## config.mk

```make
export PLATFORM = sky130hd
export DESIGN_NAME = cuckoo_servo_sequencer_flat
export DESIGN_NICKNAME = d
export VERILOG_FILES = /design/src/rtl/cuckoo_pkg.sv /design/src/rtl/cuckoo_servo_sequencer_if.sv /design/src/rtl/step_tick_gen.sv /design/src/rtl/cuckoo_servo_sequencer.sv /design/src/flat_wrapper.sv
export SDC_FILE = /design/constraint.sdc
export NUM_CORES = 1
export LEC_CHECK = 0
export BUFFER_PORTS_ARGS = -buffer_cell sky130_fd_sc_hd__buf_2
export CORE_ASPECT_RATIO = 0.7
export CORE_MARGIN = 3
export CORE_UTILIZATION = 59
export DETAILED_ROUTE_END_ITERATION = 7
export PLACE_DENSITY = 0.78
export SYNTH_ARGS = -nofsm -noshare
export SYNTH_HDL_FRONTEND = slang
export SYNTH_SLANG_ARGS = --single-unit
```

## constraint.sdc

```tcl
create_clock -name clk -period 7.3 [get_ports clk]
set_input_delay 1.095 -clock clk [delete_from_list [all_inputs] [get_ports clk]]
set_output_delay 1.095 -clock clk [all_outputs]
set_load 0.02 [all_outputs]
```

## src/rtl/cuckoo_pkg.sv

```systemverilog
// Shared types and constants for the cuckoo clock: sequencer state encoding,
// servo duty endpoints and the strike-count clamp.
package cuckoo_pkg;

  typedef enum logic [2:0] {
    StIdle,
    StOpen,
    StHold,
    StClose,
    StGap,
    StDone
  } state_e;

  localparam int unsigned DutyClosed = 15;
  localparam int unsigned DutyOpen   = 75;
  localparam int unsigned MaxStrikes = 12;

  function automatic logic [3:0] clamp_strikes(input logic [3:0] cnt, input logic [3:0] max_cnt);
    return (cnt > max_cnt) ? max_cnt : cnt;
  endfunction

endpackage

```

## src/rtl/cuckoo_servo_sequencer_if.sv

```systemverilog
// Control/status bundle between the clock/alarm logic (master) and the
// servo sequencer (slave).
interface cuckoo_servo_sequencer_if;
  logic       start;
  logic [3:0] strike_cnt;
  logic       abort;
  logic [6:0] duty;
  logic       busy;
  logic       done;
  logic [3:0] strike_idx;

  modport master (
    output start, strike_cnt, abort,
    input  duty, busy, done, strike_idx
  );

  modport slave (
    input  start, strike_cnt, abort,
    output duty, busy, done, strike_idx
  );
endinterface

```

## src/rtl/step_tick_gen.sv

```systemverilog
// Ramp prescaler: pulses tick every STEP_CYC cycles; clear holds the count at 0
// so the first tick lands STEP_CYC edges after clear drops.
module step_tick_gen #(
  parameter int unsigned STEP_CYC = 1_000_000
) (
  input  logic clk,
  input  logic reset_p,
  input  logic clear,
  output logic tick
);

  localparam int unsigned CntW = (STEP_CYC > 1) ? $clog2(STEP_CYC) : 1;
  localparam logic [CntW-1:0] CntLast = CntW'(STEP_CYC - 1);

  logic [CntW-1:0] cnt_q;

  assign tick = (cnt_q == CntLast);

  always_ff @(posedge clk) begin
    if (reset_p || clear) begin
      cnt_q <= '0;
    end else if (tick) begin
      cnt_q <= '0;
    end else begin
      cnt_q <= cnt_q + CntW'(1);
    end
  end

endmodule

```

## src/rtl/cuckoo_servo_sequencer.sv

```systemverilog
// Cuckoo-door servo sequencer: per strike ramps duty closed->open, holds,
// ramps back, then pauses; abort closes the door from wherever it is.
module cuckoo_servo_sequencer
  import cuckoo_pkg::*;
#(
  parameter int unsigned STEP_CYC    = 1_000_000,
  parameter int unsigned DUTY_CLOSED = DutyClosed,
  parameter int unsigned DUTY_OPEN   = DutyOpen,
  parameter int unsigned HOLD_STEPS  = 50,
  parameter int unsigned GAP_STEPS   = 30,
  parameter int unsigned MAX_STRIKES = MaxStrikes
) (
  input logic                     clk,
  input logic                     reset_p,
  cuckoo_servo_sequencer_if.slave bus
);

  localparam logic [6:0] DutyClosedW = 7'(DUTY_CLOSED);
  localparam logic [6:0] DutyOpenW   = 7'(DUTY_OPEN);
  // At or below this, one more decrement reaches (or would pass) closed.
  localparam logic [6:0] DutyLastDn  = 7'(DUTY_CLOSED + 1);
  localparam logic [3:0] MaxStrikesW = 4'(MAX_STRIKES);

  localparam int unsigned StepMax = (HOLD_STEPS > GAP_STEPS) ? HOLD_STEPS : GAP_STEPS;
  localparam int unsigned StepW   = $clog2(StepMax + 1);
  localparam logic [StepW-1:0] HoldLast = StepW'(HOLD_STEPS - 1);
  localparam logic [StepW-1:0] GapLast  = StepW'(GAP_STEPS - 1);

  state_e           state_q;
  logic [6:0]       duty_q;
  logic             done_q;
  logic [3:0]       idx_q;
  logic [3:0]       n_q;
  logic [StepW-1:0] step_q;
  logic             abort_q;
  logic             tick;

  step_tick_gen #(
    .STEP_CYC(STEP_CYC)
  ) u_step_tick_gen (
    .clk    (clk),
    .reset_p(reset_p),
    .clear  (state_q == StIdle),
    .tick   (tick)
  );

  assign bus.duty       = duty_q;
  assign bus.busy       = (state_q != StIdle);
  assign bus.done       = done_q;
  assign bus.strike_idx = idx_q;

  always_ff @(posedge clk) begin
    if (reset_p) begin
      state_q <= StIdle;
      duty_q  <= DutyClosedW;
      done_q  <= 1'b0;
      idx_q   <= '0;
      n_q     <= '0;
      step_q  <= '0;
      abort_q <= 1'b0;
    end else begin
      done_q <= 1'b0;
      unique case (state_q)
        StIdle: begin
          abort_q <= 1'b0;
          idx_q   <= '0;
          duty_q  <= DutyClosedW;
          if (bus.start) begin
            if (bus.strike_cnt == 4'd0) begin
              state_q <= StDone;
              done_q  <= 1'b1;
            end else begin
              n_q     <= clamp_strikes(bus.strike_cnt, MaxStrikesW);
              idx_q   <= 4'd1;
              state_q <= StOpen;
            end
          end
        end
        StOpen: begin
          if (tick && duty_q != DutyOpenW) begin
            duty_q <= duty_q + 7'd1;
          end
          if (bus.abort) begin
            abort_q <= 1'b1;
            state_q <= StClose;
          end else if (tick && (duty_q + 7'd1) == DutyOpenW) begin
            state_q <= StHold;
            step_q  <= '0;
          end
        end
        StHold: begin
          if (bus.abort) begin
            abort_q <= 1'b1;
            state_q <= StClose;
          end else if (tick) begin
            if (step_q == HoldLast) begin
              state_q <= StClose;
            end else begin
              step_q <= step_q + StepW'(1);
            end
          end
        end
        StClose: begin
          if (bus.abort) begin
            abort_q <= 1'b1;
          end
          if (tick) begin
            if (duty_q <= DutyLastDn) begin
              duty_q <= DutyClosedW;
              if (abort_q || bus.abort || idx_q == n_q) begin
                state_q <= StDone;
                done_q  <= 1'b1;
              end else begin
                state_q <= StGap;
                step_q  <= '0;
              end
            end else begin
              duty_q <= duty_q - 7'd1;
            end
          end
        end
        StGap: begin
          if (bus.abort) begin
            abort_q <= 1'b1;
            state_q <= StClose;
          end else if (tick) begin
            if (step_q == GapLast) begin
              idx_q   <= idx_q + 4'd1;
              state_q <= StOpen;
            end else begin
              step_q <= step_q + StepW'(1);
            end
          end
        end
        StDone: begin
          if (bus.abort) begin
            abort_q <= 1'b1;
          end
          idx_q   <= '0;
          state_q <= StIdle;
        end
        default: begin
          state_q <= StIdle;
        end
      endcase
    end
  end

endmodule

```

## src/flat_wrapper.sv

```systemverilog
// flat-port wrapper written by rule: the top's interface ports become plain ports
module cuckoo_servo_sequencer_flat import cuckoo_pkg::*;
#(
  parameter int unsigned STEP_CYC    = 1_000_000,
  parameter int unsigned DUTY_CLOSED = DutyClosed,
  parameter int unsigned DUTY_OPEN   = DutyOpen,
  parameter int unsigned HOLD_STEPS  = 50,
  parameter int unsigned GAP_STEPS   = 30,
  parameter int unsigned MAX_STRIKES = MaxStrikes
)
  (clk, reset_p, bus_start, bus_strike_cnt, bus_abort, bus_duty, bus_busy, bus_done, bus_strike_idx);
  cuckoo_servo_sequencer_if bus_i ();
  input logic clk;
  input logic reset_p;
  input wire logic [$bits(bus_i.start)-1:0] bus_start;
  input wire logic [$bits(bus_i.strike_cnt)-1:0] bus_strike_cnt;
  input wire logic [$bits(bus_i.abort)-1:0] bus_abort;
  output wire logic [$bits(bus_i.duty)-1:0] bus_duty;
  output wire logic [$bits(bus_i.busy)-1:0] bus_busy;
  output wire logic [$bits(bus_i.done)-1:0] bus_done;
  output wire logic [$bits(bus_i.strike_idx)-1:0] bus_strike_idx;
  assign bus_i.start = bus_start;
  assign bus_i.strike_cnt = bus_strike_cnt;
  assign bus_i.abort = bus_abort;
  assign bus_duty = bus_i.duty;
  assign bus_busy = bus_i.busy;
  assign bus_done = bus_i.done;
  assign bus_strike_idx = bus_i.strike_idx;
  cuckoo_servo_sequencer #(.STEP_CYC(STEP_CYC), .DUTY_CLOSED(DUTY_CLOSED), .DUTY_OPEN(DUTY_OPEN), .HOLD_STEPS(HOLD_STEPS), .GAP_STEPS(GAP_STEPS), .MAX_STRIKES(MAX_STRIKES)) u_core (.clk(clk), .reset_p(reset_p), .bus(bus_i));
endmodule
```

# [Word-level counts from Yosys, hierarchy flattened]
# Cells that the tools add are included.
[classes] bitwise=1 n_lt_le_gt_ge=2 n_mux=45 add_sub_neg=5 shifts=0 n_eq_ne=31 div=0 mul=0 n_reduce_logical=20
[op_table] cell="$mux W6" n=11
[op_table] cell="$mux W3" n=12
[op_table] cell="$pmux W6 S4" n=1
[op_table] cell="$mux W7" n=3
[op_table] cell="$pmux W7 S3" n=1
[op_table] cell="$add A20 B1 Y20 const B" n=1
[op_table] cell="$eq A20 B20 Y1 const B" n=1
[op_table] cell="$mux W4" n=5
[op_table] cell="$ne A2 B1 Y1 const B" n=8
[op_table] cell="$ne A3 B2 Y1 const B" n=5
[op_table] cell="$pmux W3 S5" n=1
[op_table] cell="$ne A2 B2 Y1 const B" n=7
[op_table] cell="$pmux W4 S3" n=1
[op_table] cell="$reduce_and A12 Y1" n=1
[op_table] cell="$reduce_bool A3 Y1" n=3
[op_table] cell="$mux W1" n=8
[op_table] cell="$reduce_and A8 Y1" n=1
[op_table] cell="$add A7 B1 Y7 const B" n=1
[op_table] cell="$eq A7 B7 Y1 const B" n=1
[op_table] cell="$le A7 B5 Y1 const B" n=1
[op_table] cell="$ne A7 B7 Y1 const B" n=1
[op_table] cell="$sub A7 B1 Y7 const B" n=1
[op_table] cell="$add A6 B1 Y6 const B" n=1
[op_table] cell="$eq A3 B2 Y1 const B" n=2
[op_table] cell="other kinds (20)" n=26
[word_totals] output_inout_bits=13 n_memories=0 reg_bits=46 mem_bits_ro=0 ram_bits=0 latchBits=0

# [Longest topological paths before layout]
[logic_depth] word_depth=6 ltp_mapped=9

# [Hierarchy]
# A second synthesis with hierarchy kept.
[hier_totals] cells_unflattened=355 area_unflattened_um2=2835.2
[by_module_without_submodules] module="cuckoo_servo_sequencer" area_per_inst_um2=1866.8 seq_area_each_um2=520.5 cells_each=247 n_inst=1
[by_module_without_submodules] module="step_tick_gen" area_per_inst_um2=968.4 seq_area_each_um2=400.4 cells_each=108 n_inst=1

# [Least setup slack after synthesis]
# OpenSTA, ideal clock, no wires.
[synth_path] path_kind="register -> register" start="register u_core.duty_q[0], in the netlist u_core.bus.duty[0]" end="register u_core.step_q[1]" period_less_slack_ns=2.422 setup_time_ns=0.072 path_stages_with_launch=9 required_ns=7.228 arrival_ns=2.350 slack_ns=4.878 cell_sequence="dfxtp_1 > inv_1 > ha_1 > or3b_1 > a211oi_2 > a21oi_1 > nor4_4 > o21a_4 > mux2i_1"
[synth_via] elab_chain_len=5
[synth_rtl] element="from (decl)" line_no="cuckoo_servo_sequencer.sv:30" text="logic [6:0] duty_q;"
[synth_rtl] element="from (signal assigned)" line_no="cuckoo_servo_sequencer.sv:55" text="duty_q <= DutyClosedW;"
[synth_rtl] element="from (signal assigned)" line_no="cuckoo_servo_sequencer.sv:67" text="duty_q <= DutyClosedW;"
[synth_rtl] element="from (signal assigned)" line_no="cuckoo_servo_sequencer.sv:81" text="duty_q <= duty_q + 7'd1;"
[synth_rtl] element="$add A7 B1 Y7" line_no="cuckoo_servo_sequencer.sv:86" text="end else if (tick && (duty_q + 7'd1) == DutyOpenW) begin"
[synth_rtl] element="$eq A7 B7 Y1" line_no="cuckoo_servo_sequencer.sv:86"
[synth_rtl] element="$logic_and A1 B1 Y1" line_no="cuckoo_servo_sequencer.sv:86"
[synth_rtl] element="$ne A2 B1 Y1 (no line)"
[synth_rtl] element="$reduce_and A12 Y1 (no line) *"
[synth_rtl] element="to (signal assigned)" line_no="cuckoo_servo_sequencer.sv:99" text="step_q <= step_q + StepW'(1);"
[synth_rtl] element="to (signal assigned)" line_no="cuckoo_servo_sequencer.sv:131" text="step_q <= step_q + StepW'(1);"
[synth_rtl] element="to (decl)" line_no="cuckoo_servo_sequencer.sv:34" text="logic [StepW-1:0] step_q;"
# Mark *: on every way between the ends. The rest lies on a longest branch, timed or not.
# A chain may end at the register's enable or synchronous reset.

# [Final worst setup path]
[layout_path] start="register u_core.state_q[0]" end="output port bus_busy"
[layout_via] elab_chain_len=1
[layout_rtl] element="from (decl)" line_no="cuckoo_servo_sequencer.sv:29" text="state_e state_q;"
[layout_rtl] element="from (signal assigned)" line_no="cuckoo_servo_sequencer.sv:54" text="state_q <= StIdle;"
[layout_rtl] element="from (signal assigned)" line_no="cuckoo_servo_sequencer.sv:70" text="state_q <= StDone;"
[layout_rtl] element="from (signal assigned)" line_no="cuckoo_servo_sequencer.sv:75" text="state_q <= StOpen;"
[layout_rtl] element="$reduce_bool A3 Y1" line_no="cuckoo_servo_sequencer.sv:48" text="assign bus.busy = (state_q != StIdle);"
[layout_rtl] element="to (decl)" line_no="flat_wrapper.sv:19" text="output wire logic [$bits(bus_i.busy)-1:0] bus_busy;"
# Every way passes these cells.

==> Flow_metrics.wiki <==
{| class="wikitable"
! Metric !! Value
|-
| Placed cells || 421
|-
| Share of total power in the clock network || 18.2%
|-
| Placeable core region || 0.00448 mm2
|-
| Worst setup EP type || output port
|-
| Worst-path clk slew || 0.09 ns
|-
| Maximum number of pins on one net before global-route repair || 29
|-
| Initial antenna violation count || 0
|-
| Final routed DRC violation total || 0
|-
| DP Wirelength || 4590 um
|-
| Least-Margin Pin Slew || 0.920 ns
|-
| TritonCTS clock tree || built
|-
| Data required time of the critical path || 6.20 ns
|-
| Synthesized Nets || 380
|-
| Number of maximum-capacitance constraint violations || 0
|-
| Vias in the first global route || 2351
|-
| Startpoint types || flop
|-
| Leakage power || 1.10 nW
|-
| Die Ht || 63.9 um
|-
| Remaining antenna violation count || 0
|-
| Final RePlAce weighted congestion || 0.839
|-
| Warnings from Yosys || 0
|-
| Leading cell type in the layout, fill and taps excluded || nor2_1
|-
| Final worst path period share || 41.5%
|-
| Hold Crit Class || flop to flop
|-
| Cells along the critical path || nor3_1, inv_1, buf_2
|-
| WL final || 6430 um
|-
| Power density over the cells || 302 mW/mm2
|-
| Number of flops mapped to enable cells by yosys || 0
|-
| Number of port buffers || 20
|-
| Critical path's slowest cell || nor3_1
|-
| Mean instance size in the synthesized netlist || 7.75 um2
|-
| CTS root buf || clkbuf_8
|-
| Worst r2r path cells || 8
|-
| Final number of max-transition violations || 0
|-
| Synthesized netlist cell count || 364
|-
| Effective utilization at floorplan || 63.0%
|-
| Reg-to-reg critical path endpoint || u_core.state_q[0]
|-
| Number of vias after detailed routing || 2710
|-
| Layout area overhead || 6.96%
|-
| Count of nets after finishing || 389
|-
| Share of the yosys chip area belonging to registers || 32.6%
|-
| Slew headroom || 38.2%
|-
| Postcts setup bufs || 0
|-
| Timing startpoint of the critical path || u_core.state_q[0]
|-
| Cells taking the most area after synthesis || dfxtp_1, nor2_1, xnor2_1
|-
| Sink Count || 46
|-
| # setup viols final || 0
|-
| Layout Cells excl Fill || 429
|-
| Hold Crit Start || u_core.n_q[3]
|-
| Insertion delay of the later-clocked pin in the worst-skew pair || 0.31 ns
|-
| Horizontal extent of the die || 88.7 um
|-
| Maximum fanout encountered on the critical timing path || 20
|-
| Number of unique standard cell types used by synthesis || 60
|-
| Count of buffering cells on the critical path with inverters included || 2
|-
| Largest delay share family, worst path || simple AND/OR/NAND/NOR gates
|-
| First-pass GRT wire length || 11300 um
|-
| Leading area contributor after synthesis || dfxtp_1
|-
| Iteration count of the initial detailed-routing pass || 5
|-
| Unrepaired setup endpoints after global routing || false
|-
| Routed len/inst || 15.0 um
|-
| Worst voltage drop across the vdd grid || 0.000200 V
|-
| Bufs on Longest Clock Path || 2
|-
| Overall Global Routing Usage || 24.5%
|-
| Share of the synthesized area in the top cell type || 32.6%
|-
| Highest attainable clock frequency || 0.330 GHz
|-
| Hold depth || 2
|-
| Cell Int Power || 0.000498 W
|-
| Switch Pwr || 0.000413 W
|-
| Count of hold-fix buffers inserted at cts || 0
|-
| CTS H-tree lvls || 2
|-
| # diodes || 0
|-
| Commonest non-fill, non-tap cells in the layout || nor2_1, dfxtp_1, nand2_1, nand3_1
|-
| Global-route congestion overflow total || 0
|-
| Via/cell ratio || 6.32
|-
| Run status || completed
|-
| Initial DRC count || 274
|-
| PostCTS Resize Cnt || 0
|-
| Type of the worst setup path || flop to output port
|-
| Register-to-register setup slack || 4.48 ns
|-
| Top FF cell, synth || dfxtp_1
|-
| Register bit count reported by yosys || 46
|-
| Fin Setup TNS || 0 ns
|-
| Post-route clock skew || 0.0145 ns
|-
| Worst R2R Start || u_core.bus.duty[0]
|-
| Count of endpoints failing hold in the final timing report || 0
|-
| Total clock buffers created by CTS || 5
|-
| WHS Endpoint || u_core.n_q[3]
|-
| Part of the total power dissipated in sequential elements || 38.7%
|-
| Maximum cell stage delay along the critical path || 0.76 ns
|-
| Async set or reset register ratio after synthesis || 0%
|-
| Cell Area, Synth || 0.00282 mm2
|-
| Ratio of cells with drive above 1 in the final layout || 10.2%
|-
| Number of core rows || 20
|-
| IO Count || 21
|-
| Switching fraction of total power || 45.3%
|-
| Data arrival time of the worst path || 1.93 ns
|-
| Combinational fraction of design power || 43.0%
|-
| Minimum clock period after layout || 3.03 ns
|-
| Total die area || 0.00566 mm2
|}
==> Yosys cell counts (3+ instances only) <==
| cell type | n |
|---|---|
| nor2_1 | 56 |
| dfxtp_1 | 46 |
| nand2_1 | 35 |
| nand3_1 | 23 |
| a21oi_1 | 20 |
| clkbuf_1 | 16 |
| xnor2_1 | 16 |
| xor2_1 | 13 |
| inv_1 | 12 |
| nand4_1 | 11 |
| and3_1 | 10 |
| o21ai_0 | 10 |
| ha_1 | 8 |
| nor3_1 | 8 |
| a211oi_1 | 4 |
| nand2b_1 | 4 |
| nor2b_1 | 4 |
| nor4_1 | 4 |
| or3_1 | 4 |
| a31oi_1 | 3 |
| nand4b_1 | 3 |
| nor4b_1 | 3 |
| o311ai_1 | 3 |
| o31ai_1 | 3 |
==> how the worst max path moves through the flow <==
stage                   endpoint  slack [ns]  depth (start not counted)
4_1_cts                 bus_busy        4.27                          3
5_1_grt                 bus_busy        4.08                          3
3_3_place_gp            bus_busy        4.65                          3
3_5_place_dp   u_core.state_q[0]        4.59                          8
2_1_floorplan   u_core.step_q[1]        4.88                          8
6_report                bus_busy        4.27                          3
==> power by group through the flow <==
stage                     logic, W  registers (W)  clock network, W
final                     0.000392       0.000353          0.000166
after CTS                 0.000387       0.000351          0.000168
after global placement    0.000378       0.000355                 0
after global routing      0.000443       0.000362          0.000178
after floorplan           0.000328       0.000324                 0
after detailed placement  0.000385       0.000357                 0
==> through the flow <==
| step | instance area, um2 | util [%] | setup slack (ns) | hold slack [ns] | total power (W) |
|---|---|---|---|---|---|
| finish | 3020 | 67.4 | 4.27 | 0.475 | 0.000911 |
| global route | 3020 | 67.4 | 4.08 | 0.520 | 0.000983 |
| CTS | 3020 | 67.4 | 4.27 | 0.472 | 0.000906 |
| detailed placement | 2920 | 65.3 | 4.59 | 0.456 | 0.000742 |
| global placement | 2920 | 65.3 | 4.65 | 0.439 | 0.000733 |
| floorplan | 2820 | - | 4.88 | 0.426 | 0.000652 |
==> area by class of cell <==
class / count / area, um2
repair buffers: 20 / 100
clock buffers: 6 / 82.6
fillers: 394 / 1460
multi-input cells: 288 / 1790
flip-flops and latches: 46 / 921
clock inverters: 2 / 12.5
well taps: 55 / 68.8
inverters: 12 / 45.0
==> worst register-to-register path, stage by stage (launching register included) <==
cell      delay, ns
dfxtp_1        0.40
inv_1          0.18
ha_1           0.16
or3b_1         0.36
a211oi_2       0.54
o22ai_1        0.19
a222oi_1       0.55
o311a_1        0.28
nor3_1         0.05
==> registers in the layout, indices dropped and copies added, names as in the netlist <==
| register | flops |
|---|---|
| u_core.abort_q | 1 |
| u_core.bus.done | 1 |
| u_core.bus.duty | 7 |
| u_core.bus.strike_idx | 4 |
| u_core.n_q | 4 |
| u_core.state_q | 3 |
| u_core.step_q | 6 |
| u_core.u_step_tick_gen.cnt_q | 20 |
==> logic make-up (layout without fill, tap and decap cells) <==
group                    Yosys count  count (layout)  share of synthesized area (%)
flip-flops                        46              46                           32.6
XOR/XNOR                          29              29                           9.00
adder cells (fa/ha/maj)            8               8                           3.55
multiplexers                       1               1                          0.355
AND/OR/NAND/NOR                  179             179                           32.7
buffers and inverters             30              40                           3.99
AO/OA/AOI/OAI                     71              71                           17.8
==> layer usage <==
layer	global-route usage [%]	vias to the layer above	routed length [um]
li1	-	1326	-
met1	38.2	1255	3270
met2	33.7	121	2610
met3	4.90	8	484
met4	6.79	0	66
met5	0	-	0
No activity file was read; power rests on OpenSTA's default activity.
